<file path="src/rtl/gfx256_pkg.sv">
// Shared types for the gfx256 pixel pipeline.
// Clip/z-cull state encoding and depth-compare helper.
package gfx256_pkg;

  typedef enum logic [1:0] {
    CZ_IDLE,
    CZ_ZRD,
    CZ_ZWR,
    CZ_OUT
  } clip_zq_state_e;

  typedef enum logic [2:0] {
    ZF_NEVER,
    ZF_LESS,
    ZF_LEQUAL,
    ZF_EQUAL,
    ZF_GREATER,
    ZF_GEQUAL,
    ZF_NOTEQUAL,
    ZF_ALWAYS
  } z_func_t;

  function automatic logic fnZCompare(
    input z_func_t           func,
    input logic signed [31:0] a,
    input logic signed [31:0] b
  );
    logic r;
    r = 1'b0;
    unique case (func)
      ZF_NEVER:    r = 1'b0;
      ZF_LESS:     r = (a < b);
      ZF_LEQUAL:   r = (a <= b);
      ZF_EQUAL:    r = (a == b);
      ZF_GREATER:  r = (a > b);
      ZF_GEQUAL:   r = (a >= b);
      ZF_NOTEQUAL: r = (a != b);
      ZF_ALWAYS:   r = 1'b1;
    endcase
    return r;
  endfunction

endpackage

</file>
<file path="src/rtl/gfx256_zlane_rmw.sv">
// Depth lane extract/insert and byte-select generation
// over one 256-bit z-buffer line.
module gfx256_zlane_rmw
  import gfx256_pkg::*;
#(
  parameter int Z_W = 16
) (
  input  logic [4:0]     lane_i,
  input  logic [255:0]   line_i,
  input  logic [Z_W-1:0] z_i,
  output logic [Z_W-1:0] z_o,
  output logic [255:0]   line_o,
  output logic [31:0]    sel_o
);
  localparam int ZB = Z_W / 8;

  logic [7:0]   sh;
  logic [255:0] shr;
  logic [255:0] mask;
  logic [255:0] ins;

  assign sh     = {lane_i, 3'b000};
  assign shr    = line_i >> sh;
  assign z_o    = shr[Z_W-1:0];
  assign mask   = {{(256-Z_W){1'b0}}, {Z_W{1'b1}}} << sh;
  assign ins    = {{(256-Z_W){1'b0}}, z_i} << sh;
  assign line_o = (line_i & ~mask) | ins;
  assign sel_o  = {{(32-ZB){1'b0}}, {ZB{1'b1}}} << lane_i;

endmodule

</file>
<file path="src/rtl/gfx256_clip_zq.sv">
// Per-pixel rect clip and depth test with z-buffer
// read-modify-write and saturating discard statistics.
module gfx256_clip_zq
  import gfx256_pkg::*;
#(
  parameter int POINT_W = 16,
  parameter int Z_W     = 16,
  parameter int CNT_W   = 32
) (
  input  logic                    clk_i,
  input  logic                    rst_ni,
  input  logic                    clip_en_i,
  input  logic                    z_en_i,
  input  logic                    z_wen_i,
  input  logic [2:0]              z_func_i,
  input  logic [31:5]             zbuffer_base_i,
  input  logic [POINT_W-1:0]      target_size_x_i,
  input  logic [POINT_W-1:0]      target_x0_i,
  input  logic [POINT_W-1:0]      target_y0_i,
  input  logic [POINT_W-1:0]      target_x1_i,
  input  logic [POINT_W-1:0]      target_y1_i,
  input  logic [POINT_W-1:0]      clip_x0_i,
  input  logic [POINT_W-1:0]      clip_y0_i,
  input  logic [POINT_W-1:0]      clip_x1_i,
  input  logic [POINT_W-1:0]      clip_y1_i,
  input  logic                    in_valid_i,
  output logic                    in_ready_o,
  input  logic                    in_src_i,
  input  logic [POINT_W-1:0]      in_x_i,
  input  logic [POINT_W-1:0]      in_y_i,
  input  logic [POINT_W-1:0]      in_u_i,
  input  logic [POINT_W-1:0]      in_v_i,
  input  logic signed [Z_W-1:0]   in_z_i,
  input  logic [7:0]              in_a_i,
  input  logic [31:0]             in_color_i,
  output logic                    z_rd_req_o,
  output logic                    z_wr_req_o,
  input  logic                    z_ack_i,
  input  logic                    wbm_busy_i,
  output logic [31:5]             z_addr_o,
  output logic [31:0]             z_sel_o,
  input  logic [255:0]            z_data_i,
  output logic [255:0]            z_data_o,
  output logic                    out_valid_o,
  input  logic                    out_ready_i,
  output logic [POINT_W-1:0]      pixel_x_o,
  output logic [POINT_W-1:0]      pixel_y_o,
  output logic [POINT_W-1:0]      u_o,
  output logic [POINT_W-1:0]      v_o,
  output logic [Z_W-1:0]          pixel_z_o,
  output logic [7:0]              a_o,
  output logic [31:0]             color_o,
  input  logic                    clr_stats_i,
  output logic [CNT_W-1:0]        clip_cnt_o,
  output logic [CNT_W-1:0]        zfail_cnt_o,
  output logic [CNT_W-1:0]        pass_cnt_o
);
  localparam int ZB = Z_W / 8;

  clip_zq_state_e     state_q, state_d;
  logic [POINT_W-1:0] x_q, x_d, y_q, y_d;
  logic [POINT_W-1:0] u_q, u_d, v_q, v_d;
  logic [Z_W-1:0]     z_q, z_d;
  logic [7:0]         a_q, a_d;
  logic [31:0]        color_q, color_d;
  logic [31:5]        addr_q, addr_d;
  logic [4:0]         lane_q, lane_d;
  logic [255:0]       line_q, line_d;
  logic               drop_q, drop_d;
  logic               rd_hold_q, rd_hold_d;
  logic               wr_hold_q, wr_hold_d;
  logic [CNT_W-1:0]   clip_q, clip_d;
  logic [CNT_W-1:0]   zfail_q, zfail_d;
  logic [CNT_W-1:0]   pass_q, pass_d;

  logic         in_zrd, in_zwr;
  logic         accept, discard, in_tgt, in_clip;
  logic         rd_ack, wr_ack, z_pass;
  logic         clip_inc, zfail_inc, pass_inc;
  logic [31:0]  pix, off;
  logic [Z_W-1:0] stored;
  logic [255:0] rmw_line;
  logic [31:0]  rmw_sel;

  assign in_zrd     = (state_q == CZ_ZRD);
  assign in_zwr     = (state_q == CZ_ZWR);
  assign in_ready_o = (state_q == CZ_IDLE) && !drop_q;
  assign accept     = in_valid_i && in_ready_o;

  assign in_tgt = (in_x_i >= target_x0_i) && (in_x_i < target_x1_i) &&
                  (in_y_i >= target_y0_i) && (in_y_i < target_y1_i);
  assign in_clip = (in_x_i >= clip_x0_i) && (in_x_i < clip_x1_i) &&
                   (in_y_i >= clip_y0_i) && (in_y_i < clip_y1_i);
  assign discard = !in_tgt || (clip_en_i && !in_clip);

  assign pix = 32'(in_y_i) * 32'(target_size_x_i) + 32'(in_x_i);
  assign off = pix * 32'(ZB);

  // Requests latch high once raised so a late busy cannot retract them.
  assign z_rd_req_o = in_zrd && (rd_hold_q || !wbm_busy_i);
  assign z_wr_req_o = in_zwr && (wr_hold_q || !wbm_busy_i);
  assign rd_ack     = z_rd_req_o && z_ack_i;
  assign wr_ack     = z_wr_req_o && z_ack_i;

  gfx256_zlane_rmw #(.Z_W(Z_W)) u_rmw (
    .lane_i (lane_q),
    .line_i (in_zrd ? z_data_i : line_q),
    .z_i    (z_q),
    .z_o    (stored),
    .line_o (rmw_line),
    .sel_o  (rmw_sel)
  );

  assign z_pass = fnZCompare(z_func_t'(z_func_i),
                             32'(signed'(z_q)),
                             32'(signed'(stored)));

  assign z_addr_o    = addr_q;
  assign z_sel_o     = (in_zrd || in_zwr) ? rmw_sel : 32'd0;
  assign z_data_o    = rmw_line;
  assign out_valid_o = (state_q == CZ_OUT);
  assign pixel_x_o   = x_q;
  assign pixel_y_o   = y_q;
  assign u_o         = u_q;
  assign v_o         = v_q;
  assign pixel_z_o   = z_q;
  assign a_o         = a_q;
  assign color_o     = color_q;
  assign clip_cnt_o  = clip_q;
  assign zfail_cnt_o = zfail_q;
  assign pass_cnt_o  = pass_q;

  always_comb begin
    state_d   = state_q;
    x_d       = x_q;
    y_d       = y_q;
    u_d       = u_q;
    v_d       = v_q;
    z_d       = z_q;
    a_d       = a_q;
    color_d   = color_q;
    addr_d    = addr_q;
    lane_d    = lane_q;
    line_d    = line_q;
    drop_d    = 1'b0;
    rd_hold_d = z_rd_req_o && !z_ack_i;
    wr_hold_d = z_wr_req_o && !z_ack_i;
    clip_inc  = 1'b0;
    zfail_inc = 1'b0;
    pass_inc  = 1'b0;
    unique case (state_q)
      CZ_IDLE: begin
        if (accept) begin
          x_d     = in_x_i;
          y_d     = in_y_i;
          u_d     = in_u_i;
          v_d     = in_v_i;
          z_d     = in_src_i ? in_z_i : '0;
          a_d     = in_src_i ? in_a_i : 8'hFF;
          color_d = in_color_i;
          addr_d  = zbuffer_base_i + off[31:5];
          lane_d  = off[4:0];
          if (discard) begin
            drop_d   = 1'b1;
            clip_inc = 1'b1;
          end else if (in_src_i && z_en_i) begin
            state_d = CZ_ZRD;
          end else begin
            state_d = CZ_OUT;
          end
        end
      end
      CZ_ZRD: begin
        if (rd_ack) begin
          line_d = z_data_i;
          if (!z_pass) begin
            zfail_inc = 1'b1;
            state_d   = CZ_IDLE;
          end else begin
            state_d = z_wen_i ? CZ_ZWR : CZ_OUT;
          end
        end
      end
      CZ_ZWR: begin
        if (wr_ack) state_d = CZ_OUT;
      end
      CZ_OUT: begin
        if (out_ready_i) begin
          pass_inc = 1'b1;
          state_d  = CZ_IDLE;
        end
      end
    endcase
  end

  always_comb begin
    clip_d  = clip_q;
    zfail_d = zfail_q;
    pass_d  = pass_q;
    if (clr_stats_i) begin
      clip_d  = '0;
      zfail_d = '0;
      pass_d  = '0;
    end else begin
      if (clip_inc && !(&clip_q))   clip_d  = clip_q + CNT_W'(1);
      if (zfail_inc && !(&zfail_q)) zfail_d = zfail_q + CNT_W'(1);
      if (pass_inc && !(&pass_q))   pass_d  = pass_q + CNT_W'(1);
    end
  end

  always_ff @(posedge clk_i or negedge rst_ni) begin
    if (!rst_ni) begin
      state_q   <= CZ_IDLE;
      x_q       <= '0;
      y_q       <= '0;
      u_q       <= '0;
      v_q       <= '0;
      z_q       <= '0;
      a_q       <= '0;
      color_q   <= '0;
      addr_q    <= '0;
      lane_q    <= '0;
      line_q    <= '0;
      drop_q    <= 1'b0;
      rd_hold_q <= 1'b0;
      wr_hold_q <= 1'b0;
      clip_q    <= '0;
      zfail_q   <= '0;
      pass_q    <= '0;
    end else begin
      state_q   <= state_d;
      x_q       <= x_d;
      y_q       <= y_d;
      u_q       <= u_d;
      v_q       <= v_d;
      z_q       <= z_d;
      a_q       <= a_d;
      color_q   <= color_d;
      addr_q    <= addr_d;
      lane_q    <= lane_d;
      line_q    <= line_d;
      drop_q    <= drop_d;
      rd_hold_q <= rd_hold_d;
      wr_hold_q <= wr_hold_d;
      clip_q    <= clip_d;
      zfail_q   <= zfail_d;
      pass_q    <= pass_d;
    end
  end

endmodule

</file>
<file path="config.mk">
export PLATFORM = sky130hd
export DESIGN_NAME = gfx256_clip_zq
export DESIGN_NICKNAME = d
export VERILOG_FILES = /design/src/rtl/gfx256_pkg.sv /design/src/rtl/gfx256_zlane_rmw.sv /design/src/rtl/gfx256_clip_zq.sv
export SDC_FILE = /design/constraint.sdc
export NUM_CORES = 2
export LEC_CHECK = 0
export ABC_AREA = 1
export CORE_AREA = 4 4 424 426
export CTS_CLUSTER_DIAMETER = 100
export CTS_CLUSTER_SIZE = 12
export DETAILED_ROUTE_END_ITERATION = 8
export DIE_AREA = 0 0 428 430
export PLACE_DENSITY = 0.45
export SETUP_SLACK_MARGIN = 0.15
export SYNTH_ARGS = -nofsm -noshare
export SYNTH_HDL_FRONTEND = slang
export SYNTH_SLANG_ARGS = --single-unit
export TNS_END_PERCENT = 5
</file>
<file path="constraint.sdc">
create_clock -name clk_i -period 4.3 [get_ports clk_i]
set_input_delay 0.645 -clock clk_i [delete_from_list [all_inputs] [get_ports clk_i]]
set_output_delay 0.645 -clock clk_i [all_outputs]
set_load 0.01 [all_outputs]
</file>
### Word-level counts from Yosys, hierarchy flattened

Index checks and enable logic that the tools add are counted.

| cells by class | value |
|---|---|
| $add $sub $neg | 5 |
| multipliers | 1 |
| $lt $le $gt $ge | 12 |
| eq/ne operators | 17 |
| shift operators | 4 |
| multiplexer cells | 28 |
| bitwise operators | 3 |
| reductions and logical operators | 42 |

Operator list:

| cell | number |
|---|---|
| AND 256 bit | 1 |
| 2-to-1 mux 256 bit | 1 |
| inverter 256 bit | 1 |
| bitwise OR 256 bit | 1 |
| << shifter 16 x 8 -> 256 bit | 1 |
| << shifter 16 x 8 -> 256 bit, first input constant | 1 |
| >> shifter 256 x 8 -> 16 bit | 1 |
| 2-to-1 mux 32 bit | 7 |
| adder 32 x 1 -> 32 bit, second input constant | 3 |
| AND reduction 32 bit | 3 |
| >= comparator 16 bit | 5 |
| < comparator 16 bit | 5 |
| << shifter 2 x 5 -> 32 bit, first input constant | 1 |
| adder 31 x 16 -> 31 bit | 1 |
| multiplier 16 x 16 -> 31 bit | 1 |
| adder 27 bit | 1 |
| logical AND 1 bit | 19 |
| == test 16 bit | 1 |
| greater-than comparator 16 bit | 1 |
| <= comparator 16 bit | 1 |
| 2-to-1 mux 16 bit | 1 |
| != test 16 bit | 1 |
| 2-to-1 mux 2 bit | 7 |
| == test 3 bit, second input constant | 4 |
| 17 further kinds | 43 |

| word-level totals | value |
|---|---|
| register bits | 508 |
| input bits | 561 |
| output and inout port bits | 535 |
| logic and storage cells | 129 |

### Depth between registers and ports, before layout

| logic depth | value |
|---|---|
| word-level depth | 13 |
| depth in mapped cells | 37 |
| gate-level depth less buffers | 35 |

### Hierarchy

Synthesis repeated with hierarchy kept, for this count alone.

| second synthesis, totals | value |
|---|---|
| cell total of the unflattened synthesis | 7373 |
| area, all modules | 48099.9 µm² |

Modules (own cells, without submodules):

| module | times used | cells each | area an instance (µm²) | seq. area each (µm²) |
|---|---|---|---|---|
| gfx256_clip_zq | 1 | 5319 | 39065.0 | 12712.2 |
| gfx256_zlane_rmw | 1 | 2054 | 9034.9 | 0.0 |

### Least setup slack after synthesis

No wires, ideal clock.

| path | value |
|---|---|
| kind | input to register |
| start point | in in_y_i[11] |
| end point | reg addr_q (netlist bit z_addr_o[25]) |
| library setup time | 0.118 ns |
| arrival | 7.047 ns |
| data required time | 4.182 ns |
| slack | -2.865 ns |
| stages on the path | 35 |
| buffers on the path | 2 |
| path through | clkbuf_1 > clkbuf_1 > nand2_1 > fa_1 > fa_1 > fa_1 > inv_1 > fa_1 > fa_1 > inv_1 > fa_1 > inv_1 > ha_1 > a21oi_1 > o21ai_0 > inv_1 > nand2_1 > a31o_2 > nand3_1 > nand2_1 > nand3_1 > nand2_1 > xor2_1 > ha_1 > a21oi_1 > inv_1 > a31oi_1 > o21ai_0 > a21oi_1 > inv_1 > nand2_1 > nand2_1 > or2_2 > nand3_1 > nand2_1 |

| between the ends | value |
|---|---|
| word-level cells in the longest chain between the ends | 3 |

RTL lines:

| what | line | text |
|---|---|---|
| start, declared | gfx256_clip_zq.sv:30 | `input logic [POINT_W-1:0] in_y_i,` |
| multiplier 16 x 16 -> 31 bit | gfx256_clip_zq.sv:96 | `assign pix = 32'(in_y_i) * 32'(target_size_x_i) + 32'(in_x_i);` |
| adder 31 x 16 -> 31 bit | gfx256_clip_zq.sv:96 |  |
| adder 27 bit | gfx256_clip_zq.sv:161 | `addr_d = zbuffer_base_i + off[31:5];` |
| end signal, assigned | gfx256_clip_zq.sv:239 | `addr_q <= addr_d;` |
| end, declared | gfx256_clip_zq.sv:66 | `logic [31:5] addr_q, addr_d;` |

No other way between the ends.
A chain may end at the register's enable or synchronous reset.

### Worst setup path after layout

| path | value |
|---|---|
| start point | in target_size_x_i[10] |
| end point | reg addr_q (netlist bit z_addr_o[30]) |

| between the ends | value |
|---|---|
| word-level cells in the longest chain between the ends | 3 |

RTL lines:

| what | line | text |
|---|---|---|
| start, declared | gfx256_clip_zq.sv:17 | `input logic [POINT_W-1:0] target_size_x_i,` |
| multiplier 16 x 16 -> 31 bit | gfx256_clip_zq.sv:96 |  |
| adder 31 x 16 -> 31 bit | gfx256_clip_zq.sv:96 |  |
| adder 27 bit | gfx256_clip_zq.sv:161 |  |

No other way between the ends.

==> qor.yml <==
dieWidth_um: 428
finalMaxSlewViolations: 0
ys_top_cells_by_count: "2,425 x nand2_1, 918 x inv_1, 652 x o21ai_0"
drt_first_pass_iters: 6
yosysTopAreaCellShare_pct: 28.9
grt_max_degree: 146
yosysMostFrequentCell: "nand2_1"
grt_setup_unrepaired: "yes"
hold_class: "in2async"
gp_congestion: 0.952
syn-cell-area_um2: 44000
clk_path_buf_depth: 3
layout-drive-gt1-share_pct: 13.1
routed_wirelength_um: 261000
final-setup-viol-count: 26
dieArea_um2: 184000
fmax_mhz: 154
dr.first_iter.drc_count: 3761
synth-seq-cells: 508
area_growth_pct: 47.9
crit_fanout: 6
cp_slowest_cell: "fa_1"
synth_edf_count: 0
relSlewSlack_pct: 28.7
h-tree-depth: 2
cts_tree: "yes"
yosysTopAreaCell: "dfrtp_1"
timing.critical_path.mode_cell: "fa_1"
ys.flop_type: "dfrtp_1"
viasPerCell: 4.74
avgSynthCellArea_um2: 6.84
grt_use_total_pct: 27.3
synth_cells: 6437
dp.cells: 10086
die_y_um: 430
skew_ns: 0.0473
grt_pass1_vias: 48192
ant_nets: 0
wl_per_cell_um: 25.5
synth_fp_nets: 7485
grt_antenna_before_repair: 62
dpl.hpwl_um: 212000
r2r_setup_slack_ns: 0.01
cts-root-buf: "clkbuf_16"
synthArstFlopShare_pct: 100
hold_viol: 0
ys_types: 52
core-area_um2: 176000
violations: "setup timing"
cp-start-kind: "primary input"
worst_pin_slew_ns: 1.07
cts_buffers: 52
setup_slack_ns: -2.21
status: "finished, violations left"
drcViolationCount: 0
tns_ns: -43.72
core.rowCount: 154
synth.area.top_cells: "dfrtp_1 29%, nand2_1 21%, fa_1 9.6%"
worst-path-buf-inv: 8
nFillCells: 18767
r2r-end: "zfail_cnt_o[1]"
fin_crit_sh_pct: 151
cp.arrival_ns: 7.07
insertion_delay_ns: 0.68
via_count: 48688
grt_pass1_wl_um: 367000
port-buffer-count: 1095
max_cap_viol_count: 0
cp_slowest_stage_delay_ns: 0.57
endpoint_kind: "flip-flop"
cp_top_family: "adder cells"
cts.reportedPaths.clkPinSlew_ns: 0.07
rr_worst_depth: 29
nets: 8926
ys_warn_count: 0
fin_crit_ns: 6.51
grt_overflow: 0
io_pins: 1096
critPathKind: "in2reg"
crit_required_ns: 4.85
reg2reg_from: "state_q[1]"
start_util_pct: 25.0
fin_cells: 10269
seq_area_frac_synth_pct: 28.9
clock_sinks: 508
-- per-stage QoR --
step | hold WS, ns | worst slack, ns | instance area [um2] | utilization [%]
after CTS | 0.00435 | -2.17 | 64400 | 36.7
after detailed placement | 0.458 | -3.44 | 61600 | 35.1
final | 0.00157 | -2.21 | 65100 | 37.1
after global placement | 0.453 | -3.46 | 61600 | 35.1
after global routing | 0.0438 | -2.46 | 65100 | 37.0
after floorplan | 0.349 | -2.40 | 44300 | -
-- cells by family after synthesis --
group / share of synthesized area (%)
buffers and inverters: 11.3
AND/OR/NAND/NOR: 28.4
XOR/XNOR: 2.23
flip-flops: 28.9
AO/OA/AOI/OAI: 11.8
adder cells (fa/ha/maj): 17.4
-- cell usage in the layout, fill, tap and decap left out, types with 45 or more instances in the layout --
cell / n
buf_4: 556
nand3_1: 138
o21ai_0: 600
fa_1: 195
inv_1: 889
dfrtp_1: 507
buf_12: 60
ha_1: 255
a21oi_1: 168
nor3_1: 76
clkbuf_16: 52
nand4_1: 84
nor2_1: 207
nand3_2: 45
xor2_1: 62
clkdlybuf4s50_1: 1050
nand2_1: 2383
-- state kept, by name, summed over array words and instances (netlist names) --
signal,count
u_o,16
lane_q,4
v_o,16
pixel_x_o,16
a_o,8
zfail_cnt_o,32
state_q,2
pixel_y_o,16
pixel_z_o,16
color_o,32
pass_cnt_o,32
clip_cnt_o,32
z_addr_o,27
drop_q,1
line_q,256
wr_hold_q,1
rd_hold_q,1
-- routing by layer --
metal	vias up	share of wire [%]	track usage [%]
met1	23541	40	33.4
met3	413	5.2	3.81
li1	22972	-	-
met4	8	6.4	15.4
met2	1754	48	46.1
met5	-	0.025	0
-- cell type report --
type                    instances  area [um2]  share of cell area (%)
diodes                         37        92.6                   0.142
clock buffers                  56        1340                    2.05
clock inverters                12         165                   0.254
inverters                     926        3510                    5.39
multi-input cells            4645       27500                    42.2
flip-flops and latches        508       12700                    19.5
well taps                    2340        2930                    4.50
repair buffers               1745       16900                    25.9
-- worst max-delay path by stage --
stage	startpoint	to	slack (ns)	cells after the start
2_1_floorplan	target_size_x_i[4]	z_addr_o[25]	-2.40	37
3_3_place_gp	in_y_i[13]	z_addr_o[31]	-3.46	29
3_5_place_dp	target_size_x_i[8]	z_addr_o[30]	-3.44	33
4_1_cts	in_y_i[9]	z_addr_o[30]	-2.17	31
5_1_grt	target_size_x_i[7]	z_addr_o[30]	-2.46	33
6_report	target_size_x_i[10]	z_addr_o[30]	-2.21	29
-- worst register-to-register path: cells and delay by family, from the launching register on --
family                   cells  cell delay, ns
flip-flops                   1            0.38
AND/OR/NAND/NOR             17            2.12
AO/OA/AOI/OAI                2            0.24
adder cells (fa/ha/maj)      2            0.43
buffers and inverters        8            1.03
-- timing repair --
item                       4_1_cts  5_1_grt
setup buffers                   49       19
pin swaps                       74       74
cloned                          10        0
resized for setup              314      125
hold buffers                     0        0
setup endpoints to repair      105       68
Power is left out: the tool's default activity adds up to more than one toggle a clock period on the data nets, which glitch-free logic cannot reach.
